==> src/rtl/serial_subtractor.sv <==
// Bit-serial WIDTH-bit subtractor (diff = a - b), one bit per clock, LSB first.
// Define SERIAL_SUB_OVERFLOW_EN to add the registered signed-overflow output ovf.
module serial_subtractor #(
  parameter int WIDTH = 4
) (
  input  logic             clk,
  input  logic             rst,
  input  logic             start,
  input  logic [WIDTH-1:0] a,
  input  logic [WIDTH-1:0] b,
  output logic             busy,
  output logic             done,
  output logic [WIDTH-1:0] diff,
  output logic             borrow,
  output logic             z
`ifdef SERIAL_SUB_OVERFLOW_EN
  ,
  output logic             ovf
`endif
);

  localparam int CW = $clog2(WIDTH + 1);
  localparam logic [CW-1:0] LAST = CW'(WIDTH);

  typedef enum logic [1:0] {
    IDLE,
    SHIFT,
    DONE
  } state_t;

  state_t           state_q, state_d;
  logic [CW-1:0]    cnt_q, cnt_d;
  logic [WIDTH-1:0] a_sh_q, a_sh_d;
  logic [WIDTH-1:0] b_sh_q, b_sh_d;
  logic [WIDTH-1:0] res_q, res_d;
  logic             br_q, br_d;
  logic [WIDTH-1:0] diff_q, diff_d;
  logic             borrow_q, borrow_d;
  logic             z_q, z_d;
  logic             busy_q, busy_d;
  logic             done_q, done_d;
  logic             a0, b0, d_bit;
`ifdef SERIAL_SUB_OVERFLOW_EN
  logic             a_msb_q, a_msb_d;
  logic             b_msb_q, b_msb_d;
  logic             ovf_q, ovf_d;
`endif

  assign a0    = a_sh_q[0];
  assign b0    = b_sh_q[0];
  assign d_bit = a0 ^ b0 ^ br_q;

  // Next-state, datapath shift and output-load decisions.
  // SHIFT spends WIDTH edges shifting and one more edge loading results.
  always_comb begin
    state_d  = state_q;
    cnt_d    = cnt_q;
    a_sh_d   = a_sh_q;
    b_sh_d   = b_sh_q;
    res_d    = res_q;
    br_d     = br_q;
    diff_d   = diff_q;
    borrow_d = borrow_q;
    z_d      = z_q;
`ifdef SERIAL_SUB_OVERFLOW_EN
    a_msb_d  = a_msb_q;
    b_msb_d  = b_msb_q;
    ovf_d    = ovf_q;
`endif
    case (state_q)
      IDLE: begin
        if (start) begin
          state_d = SHIFT;
          a_sh_d  = a;
          b_sh_d  = b;
          res_d   = '0;
          br_d    = 1'b0;
          cnt_d   = '0;
`ifdef SERIAL_SUB_OVERFLOW_EN
          a_msb_d = a[WIDTH-1];
          b_msb_d = b[WIDTH-1];
`endif
        end
      end
      SHIFT: begin
        if (cnt_q == LAST) begin
          state_d  = DONE;
          cnt_d    = '0;
          diff_d   = res_q;
          borrow_d = br_q;
          z_d      = (res_q == '0);
`ifdef SERIAL_SUB_OVERFLOW_EN
          ovf_d    = (a_msb_q != b_msb_q) &&
                     (res_q[WIDTH-1] != a_msb_q);
`endif
        end else begin
          res_d  = {d_bit, res_q[WIDTH-1:1]};
          br_d   = (~a0 & b0) | (~(a0 ^ b0) & br_q);
          a_sh_d = a_sh_q >> 1;
          b_sh_d = b_sh_q >> 1;
          cnt_d  = cnt_q + CW'(1);
        end
      end
      DONE: state_d = IDLE;
      default: state_d = IDLE;
    endcase
    busy_d = (state_d != IDLE);
    done_d = (state_d == DONE);
  end

  // State, datapath and registered outputs; reset aborts any operation.
  always_ff @(posedge clk) begin
    if (rst) begin
      state_q  <= IDLE;
      cnt_q    <= '0;
      a_sh_q   <= '0;
      b_sh_q   <= '0;
      res_q    <= '0;
      br_q     <= 1'b0;
      diff_q   <= '0;
      borrow_q <= 1'b0;
      z_q      <= 1'b0;
      busy_q   <= 1'b0;
      done_q   <= 1'b0;
`ifdef SERIAL_SUB_OVERFLOW_EN
      a_msb_q  <= 1'b0;
      b_msb_q  <= 1'b0;
      ovf_q    <= 1'b0;
`endif
    end else begin
      state_q  <= state_d;
      cnt_q    <= cnt_d;
      a_sh_q   <= a_sh_d;
      b_sh_q   <= b_sh_d;
      res_q    <= res_d;
      br_q     <= br_d;
      diff_q   <= diff_d;
      borrow_q <= borrow_d;
      z_q      <= z_d;
      busy_q   <= busy_d;
      done_q   <= done_d;
`ifdef SERIAL_SUB_OVERFLOW_EN
      a_msb_q  <= a_msb_d;
      b_msb_q  <= b_msb_d;
      ovf_q    <= ovf_d;
`endif
    end
  end

  assign busy   = busy_q;
  assign done   = done_q;
  assign diff   = diff_q;
  assign borrow = borrow_q;
  assign z      = z_q;
`ifdef SERIAL_SUB_OVERFLOW_EN
  assign ovf    = ovf_q;
`endif

endmodule
==> config.mk <==
export PLATFORM = sky130hd
export DESIGN_NAME = serial_subtractor
export DESIGN_NICKNAME = d
export VERILOG_FILES = /design/src/rtl/serial_subtractor.sv
export SDC_FILE = /design/constraint.sdc
export NUM_CORES = 1
export LEC_CHECK = 0
export CAP_MARGIN = 5
export CORE_MARGIN = 8
export CORE_UTILIZATION = 45
export CTS_CLUSTER_DIAMETER = 80
export DETAILED_ROUTE_END_ITERATION = 10
export GPL_TIMING_DRIVEN = 1
export PLACE_DENSITY = 0.7
export SLEW_MARGIN = 40
export SYNTH_ARGS = -nofsm -noshare
export SYNTH_HDL_FRONTEND = slang
export SYNTH_SLANG_ARGS = --single-unit
==> constraint.sdc <==
create_clock -name clk -period 1.91 [get_ports clk]
set_input_delay 0.4775 -clock clk [delete_from_list [all_inputs] [get_ports clk]]
set_output_delay 0.4775 -clock clk [all_outputs]
set_load 0.01 [all_outputs]
# Yosys cells after proc, flatten, opt, wreduce, memory -nomap -nowiden
# Index checks and enable logic that the tools add are counted.
[totals] register_bits=26 output_inout_bits=8
[classes] addsub=1 n_eq_ne=5 mux=18 bitwise_logic=7 n_reduce_logical=7
[op_table] operator="4-bit 2-to-1 mux" count=6
[op_table] operator="4-bit one-hot mux with 2 select lines" count=3
[op_table] operator="3-bit 2-to-1 mux" count=2
[op_table] operator="3-bit one-hot mux with 2 select lines" count=1
[op_table] operator="4-bit zero test" count=1
[op_table] operator="2-bit 2-to-1 mux" count=2
[op_table] operator="2-bit != test (second input constant)" count=2
[op_table] operator="2-bit one-hot mux with 2 select lines" count=1
[op_table] operator="2-bit AND reduction" count=2
[op_table] operator="2-bit nonzero test" count=2
[op_table] operator="3-bit by 1-bit adder with 3-bit output (second input constant)" count=1
[op_table] operator="3-bit equality test (second input constant)" count=1
[op_table] operator="3-bit AND reduction" count=1
[op_table] operator="1-bit bitwise AND" count=2
[op_table] operator="2-bit by 1-bit equality test with 1-bit output (second input constant)" count=1
[op_table] operator="2-bit equality test (second input constant)" count=1
[op_table] operator="2-bit zero test" count=1
[op_table] operator="1-bit 2-to-1 mux" count=2
[op_table] operator="1-bit inverter" count=2
[op_table] operator="1-bit one-hot mux with 2 select lines" count=1
[op_table] operator="1-bit XOR" count=2
[op_table] operator="1-bit OR" count=1

# Logic depth before layout (Yosys ltp)
# Gate-level depths: netlist (run 1).
[logic_depth] ltp_word=6 mapped_depth=6 mapped_depth_nobuf=5

# Worst setup path before layout (run 1)
# Ideal clock, no wire load.
[synth_path] path_type="flip-flop to flip-flop" start="register cnt_q[0]" end="register a_sh_q[0]" setup_ps=137 arrival_ps=1271 t_required_ps=1773 setup_slack_ps=502 path_stages_with_launch=7 n_path_buf=1 synth_period_minus_slack_ps=1408 path_cell_list="dfxtp_1 inv_1 ha_1 and3_1 buf_2 nor2_1 a211oi_1"
[synth_via] elab_chain_len=3
[synth_rtl] element="start: declaration" line_no="32" source="logic [CW-1:0] cnt_q, cnt_d;"
[synth_rtl] element="start signal: assignment" line_no="132" source="cnt_q <= cnt_d;"
[synth_rtl] element="3-bit equality test" line_no="86" source="if (cnt_q == LAST) begin"
[synth_rtl] element="2-bit != test (no source line)"
[synth_rtl] element="3-bit AND reduction (no source line)"
[synth_rtl] element="end signal: assignment" line_no="133" source="a_sh_q <= a_sh_d;"
[synth_rtl] element="end: declaration" line_no="33" source="logic [WIDTH-1:0] a_sh_q, a_sh_d;"
# Every way passes these cells.
# A chain may end at the register's enable or synchronous reset.

# Worst setup path after layout (run 1)
[layout_path] start="register diff_q[0] (netlist: diff[0])" end="output port diff[0]"
[layout_rtl] element="start: declaration" line_no="37" source="logic [WIDTH-1:0] diff_q, diff_d;"
[layout_rtl] element="start signal: assignment" line_no="137" source="diff_q <= diff_d;"
[layout_rtl] element="end: declaration" line_no="13" source="output logic [WIDTH-1:0] diff,"
# No word-level cell between the ends.

==> impl_metrics.env, run 1 <==
export IMPL_path_class="register to output port"
export IMPL_ff2ff_setup_slack_ns=0.26
export IMPL_vdd_drop_max_mv=0.5297
export IMPL_netlist_area_um2=1082
export IMPL_ant_nets=0
export IMPL_fin_crit_sh=0.8846
export IMPL_fin_skew_ns=0.01029
export IMPL_hold_buffers=0
export IMPL_synth_area_top_cells="dfxtp_1 (48%), mux2i_1 (11%), a21oi_1 (6.9%)"
export IMPL_place_inst=155
export IMPL_rows=17
export IMPL_startpoint_type="register"
export IMPL_crit_family="buffers and inverters"
export IMPL_synth_edf_count=0
export IMPL_drv_cap=0
export IMPL_tightest_slew_ns=0.5860
export IMPL_synth_top_area_share=0.4809
export IMPL_drt_iter0_markers=29
export IMPL_layout_drive_gt1_share=0.06107
export IMPL_place_congestion=0.8313
export IMPL_cts_sinks=26
export IMPL_required_ns=1.43
export IMPL_die_height_um=65.04
export IMPL_synth_area_leader_cell="dfxtp_1"
export IMPL_numPortBuffers=18
export IMPL_via_per_inst=5.503
export IMPL_yosysWarnings=0
export IMPL_min_to="b_sh_q[3]$_SDFFE_PP0P_"
export IMPL_fmax_ghz=0.5919
export IMPL_hold_path_class="register to register"
export IMPL_ys_seq_area_frac=0.4809
export IMPL_max_stage_delay_ns=0.54
export IMPL_die_w_um=65.04
export IMPL_cts_inserted_buffers=3
export IMPL_postCtsSetupBuffers=0
export IMPL_hold_viol_final=0
export IMPL_period_needed_ns=1.690
export IMPL_drt_pass1_iterations=4
export IMPL_worstReg2RegEnd="a_sh_q[1]$_SDFFE_PP0P_"
export IMPL_reg2reg_depth=5
export IMPL_postLayoutCoreUtil=0.5877
export IMPL_clk_pin_slew_ns=0.14
export IMPL_cts_tree="yes"
export IMPL_ys_ff_latch=26
export IMPL_synth_fp_nets=128
export IMPL_slowest_stage="clkdlybuf4s50_1"
export IMPL_drt_total_wl_mm=2.221
export IMPL_powerDensity_nw_per_um2=799.8
export IMPL_area_growth_syn_to_layout_pct=22.43
export IMPL_grt_max_degree=27
export IMPL_clock_latency_ns=0.31
export IMPL_cts_resized=0
export IMPL_vias=875
export IMPL_worstPathArrival_ns=1.21
export IMPL_synthFlopType="dfxtp_1"
export IMPL_fin_setup_tns_ns=0
export IMPL_die_area_um2=4230
export IMPL_r2r_start="cnt_q[0]$_SDFFE_PP0P_"
export IMPL_start_util=0.4800
export IMPL_final_nets=146
export IMPL_yosysUniqueCellTypes=26
export IMPL_track_usage=0.1085
export IMPL_path_cells="clkdlybuf4s50_1"
export IMPL_overflow=0
export IMPL_end_kind="output port"
export IMPL_whs_path_depth=2
export IMPL_grt_pass1_vias=835
export IMPL_synthCells=114
export IMPL_ios=19
export IMPL_stdcell_count=159
export IMPL_ys_async_sr_fraction=0
export IMPL_fill_cells=220
export IMPL_core_um2=2255
export IMPL_setup_viol=0
export IMPL_drc_errors=0
export IMPL_status="finished, final reports clean"
export IMPL_regArea_um2=520.5
export IMPL_diodes=0
export IMPL_slew_violations=0
export IMPL_critical_path_max_fanout=2
export IMPL_grt_pass1_wl_mm=3.767
export IMPL_hpwlAfterDp_mm=1.601
export IMPL_wl_per_cell_um=13.97
export IMPL_cts_buffer_depth=2
export IMPL_hold_slack_ns=0.5022
export IMPL_p_leak_nw=0.5233
export IMPL_avgSynthCellArea_um2=9.494
export IMPL_htreeDepth=1
export IMPL_rsz0062_at_grt="no"
export IMPL_multi_input_area_um2=503.0
export IMPL_min_delay_start="b_sh_q[3]$_SDFFE_PP0P_"
export IMPL_relSlewSlack=0.6093
export IMPL_antenna_found_initial=0
export IMPL_root_buffer="clkbuf_4"
export IMPL_crit_buf_inv=1
==> worst max path at each step <==
stage,from,end,slack (ns),cells after the start
floorplan,cnt_q[0]$_SDFFE_PP0P_,a_sh_q[0]$_SDFFE_PP0P_,0.50,6
CTS,diff[0]$_SDFFE_PP0P_,diff[0],0.20,1
global placement,start,a_sh_q[2]$_SDFFE_PP0P_,0.26,4
detailed placement,start,a_sh_q[1]$_SDFFE_PP0P_,0.18,4
finish,diff[0]$_SDFFE_PP0P_,diff[0],0.22,1
global route,cnt_q[0]$_SDFFE_PP0P_,a_sh_q[1]$_SDFFE_PP0P_,0.11,5
==> cells in the mapped netlist (3+ instances only) <==
| master | n |
|---|---|
| dfxtp_1 | 26 |
| clkbuf_1 | 3 |
| nand2_1 | 4 |
| mux2i_1 | 12 |
| a21oi_1 | 15 |
| nor3b_1 | 3 |
| a211oi_1 | 7 |
| nor2_1 | 11 |
| nand3_1 | 5 |
| inv_1 | 3 |
| o21ai_0 | 8 |
==> sequential cells by signal, indices dropped and copies added (netlist names) <==
name,cells
done,1
busy,1
state_q,2
res_q,4
br_q,1
a_sh_q,4
b_sh_q,4
z,1
diff,4
borrow,1
cnt_q,3
==> cells in the final DEF (no fill, tap or decap), drive strengths merged, types with 2 or more instances in the layout <==
master and n:
inv 3, clkdlybuf4s50 18, nand3 5, clkbuf 3
nand2 4, mux2i 12, dfxtp 26, nor3b 3
ha 2, a211oi 7, a21oi 15, buf 3
nor2 11, o21ai 8
==> power breakdown <==
part	total, mW	leakage (nW)	internal (mW)	switching [mW]
logic	0.110	0.283	0.0559	0.0543
registers	0.581	0.212	0.565	0.0161
clock network	0.369	0.0279	0.212	0.157
total	1.06	0.523	0.833	0.227
==> logic make-up (layout without fill, tap and decap cells) <==
family	count (synthesis)	after routing	synth area share
AND/OR/NAND/NOR	29	29	0.1341
buffers and inverters	11	28	0.05433
AO/OA/AOI/OAI	33	33	0.1780
adder cells (fa/ha/maj)	3	3	0.04162
multiplexers	12	12	0.1110
flip-flops	26	26	0.4809
==> area by class of cell <==
cell class                      instances  area share
Sequential cell                        26      0.3928
Multi-Input combinational cell         77      0.3796
Tap cell                               28     0.02644
Timing Repair Buffer                   21      0.1530
Clock buffer                            3     0.01700
Clock inverter                          1     0.02266
Inverter                                3    0.008499
==> routing by layer <==
| layer | vias up | GRT usage | part of all wire |
|---|---|---|---|
| li1 | 440 | - | - |
| met1 | 413 | 0.1335 | 0.46 |
| met2 | 20 | 0.1789 | 0.48 |
| met3 | 2 | 0.02749 | 0.054 |
| met4 | 0 | 0.03815 | 0.0072 |
| met5 | - | 0 | 0 |
==> stage by stage <==
| step | total power, mW | area (µm²) | setup WS, ns |
|---|---|---|---|
| after floorplan | 0.6638 | 1082 | 0.5022 |
| after global placement | 0.6978 | 1272 | 0.2569 |
| after detailed placement | 0.7031 | 1272 | 0.1774 |
| after CTS | 1.069 | 1325 | 0.1965 |
| after global routing | 1.110 | 1325 | 0.1127 |
| final | 1.060 | 1325 | 0.2204 |
No activity file was read; power rests on OpenSTA's default activity.
==> run 2, diff against run 1 <==
--- a/config.mk
+++ b/config.mk
@@ -12,6 +12,7 @@
 export DETAILED_ROUTE_END_ITERATION = 10
 export GPL_TIMING_DRIVEN = 1
 export PLACE_DENSITY = 0.7
+export REMOVE_ABC_BUFFERS = 1
 export SLEW_MARGIN = 40
 export SYNTH_ARGS = -nofsm -noshare
 export SYNTH_HDL_FRONTEND = slang
==> impl_metrics.env, run 2 (synthesis results as in run 1) <==
export IMPL_status="finished, final reports clean"
export IMPL_start_util=0.4800
export IMPL_placed_area_um2=1280
export IMPL_critical_path_max_fanout=2
export IMPL_hold_viol_final=0
export IMPL_grt_max_degree=27
export IMPL_grt_pass1_vias=834
export IMPL_ant_nets=0
export IMPL_fin_crit_sh=0.8812
export IMPL_fin_setup_tns_ns=0
export IMPL_place_inst=156
export IMPL_track_usage=0.09510
export IMPL_end_kind="output port"
export IMPL_htreeDepth=1
export IMPL_worstSetupStartpoint="diff[2]$_SDFFE_PP0P_"
export IMPL_relSlewSlack=0.7259
export IMPL_postLayoutCoreUtil=0.5838
export IMPL_antenna_found_initial=0
export IMPL_cts_tree="yes"
export IMPL_whs_path_depth=2
export IMPL_final_cell_mix="dfxtp_1 (26), clkdlybuf4s50_1 (18), a21oi_1 (15), mux2i_1 (12), nor2_1 (11)"
export IMPL_postCtsSetupBuffers=0
export IMPL_stdcell_area_um2=1316
export IMPL_hpwlAfterDp_mm=1.542
export IMPL_drt_total_wl_mm=2.064
export IMPL_p_leak_nw=0.5214
export IMPL_pre_cts_slack_ns=0.1993
export IMPL_r2r_start="cnt_q[0]$_SDFFE_PP0P_"
export IMPL_worstPathArrival_ns=1.21
export IMPL_clk_pin_slew_ns=0.13
export IMPL_diodes=0
export IMPL_stdcell_count=160
export IMPL_cts_inserted_buffers=3
export IMPL_hold_buffers=0
export IMPL_finalPower_uw=957.8
export IMPL_overflow=0
export IMPL_die_area_um2=4230
export IMPL_period_needed_ns=1.683
export IMPL_grt_pass1_wl_mm=3.339
export IMPL_clock_latency_ns=0.31
export IMPL_via_per_inst=5.488
export IMPL_drv_cap=0
export IMPL_place_congestion=0.6928
export IMPL_worstSetupEndpoint="diff[2]"
export IMPL_cts_sinks=26
export IMPL_worstReg2RegEnd="b_sh_q[2]$_SDFFE_PP0P_"
export IMPL_cts_buffer_depth=2
export IMPL_setup_slack_ns=0.2269
export IMPL_hold_slack_ns=0.4881
export IMPL_path_cells="clkdlybuf4s50_1"
export IMPL_core_um2=2255
export IMPL_fill_cells=215
export IMPL_drc_errors=0
export IMPL_startpoint_type="register"
export IMPL_final_nets=147
export IMPL_path_class="register to output port"
export IMPL_tightest_slew_ns=0.4096
export IMPL_rows=17
export IMPL_fin_skew_ns=0.004909
export IMPL_max_stage_delay_ns=0.54
export IMPL_rsz0062_at_grt="no"
export IMPL_powerDensity_nw_per_um2=727.7
export IMPL_crit_family="buffers and inverters"
export IMPL_path_depth=1
export IMPL_die_height_um=65.04
export IMPL_ff2ff_setup_slack_ns=0.31
export IMPL_cts_resized=0
export IMPL_drt_pass1_iterations=4
export IMPL_setup_viol=0
export IMPL_vdd_drop_max_mv=0.3949
export IMPL_reg2reg_depth=5
export IMPL_numPortBuffers=18
export IMPL_root_buffer="clkbuf_4"
export IMPL_wl_per_cell_um=12.90
export IMPL_vias=878
export IMPL_final_common_cell="dfxtp_1"
export IMPL_slowest_stage="clkdlybuf4s50_1"
export IMPL_crit_buf_inv=1
export IMPL_required_ns=1.43
export IMPL_layout_drive_gt1_share=0.06818
export IMPL_die_w_um=65.04
export IMPL_area_growth_syn_to_layout_pct=21.62
export IMPL_ios=19
export IMPL_fmax_ghz=0.5942
export IMPL_drt_iter0_markers=16
export IMPL_slew_violations=0
export IMPL_hold_path_class="register to register"
[run 2: worst min-delay path by stage]
stage | startpoint | to
after global routing | b_sh_q[3]$_SDFFE_PP0P_ | b_sh_q[3]$_SDFFE_PP0P_
after floorplan | a_sh_q[3]$_SDFFE_PP0P_ | a_sh_q[3]$_SDFFE_PP0P_
after CTS | b_sh_q[3]$_SDFFE_PP0P_ | b_sh_q[3]$_SDFFE_PP0P_
after global placement | b_sh_q[3]$_SDFFE_PP0P_ | b_sh_q[3]$_SDFFE_PP0P_
after detailed placement | b_sh_q[3]$_SDFFE_PP0P_ | b_sh_q[3]$_SDFFE_PP0P_
final | b_sh_q[3]$_SDFFE_PP0P_ | b_sh_q[3]$_SDFFE_PP0P_
[run 2: power by group]
group          switching (mW)  leakage, nW  total, mW  internal (mW)
logic                  0.0525        0.288      0.110         0.0578
registers              0.0156        0.212      0.580          0.565
clock network           0.151       0.0210      0.267          0.116
total                   0.219        0.521      0.958          0.739
[run 2: metal layers]
metal / GRT usage / share of wire / vias up
met2: 0.1615 / 0.49 / 15
met1: 0.1095 / 0.46 / 418
met5: 0 / 0 / -
met3: 0.02405 / 0.043 / 2
li1: - / - / 443
met4: 0.04360 / 0.0068 / 0
[run 2: final cells by class]
type,instances,area [µm²],share of cell area
multi-input combinational,77,503.0,0.3821
inverter,3,11.26,0.008555
sequential,26,520.5,0.3954
tap,28,35.03,0.02662
timing repair buffer,22,210.2,0.1597
clock buffer,4,36.28,0.02757
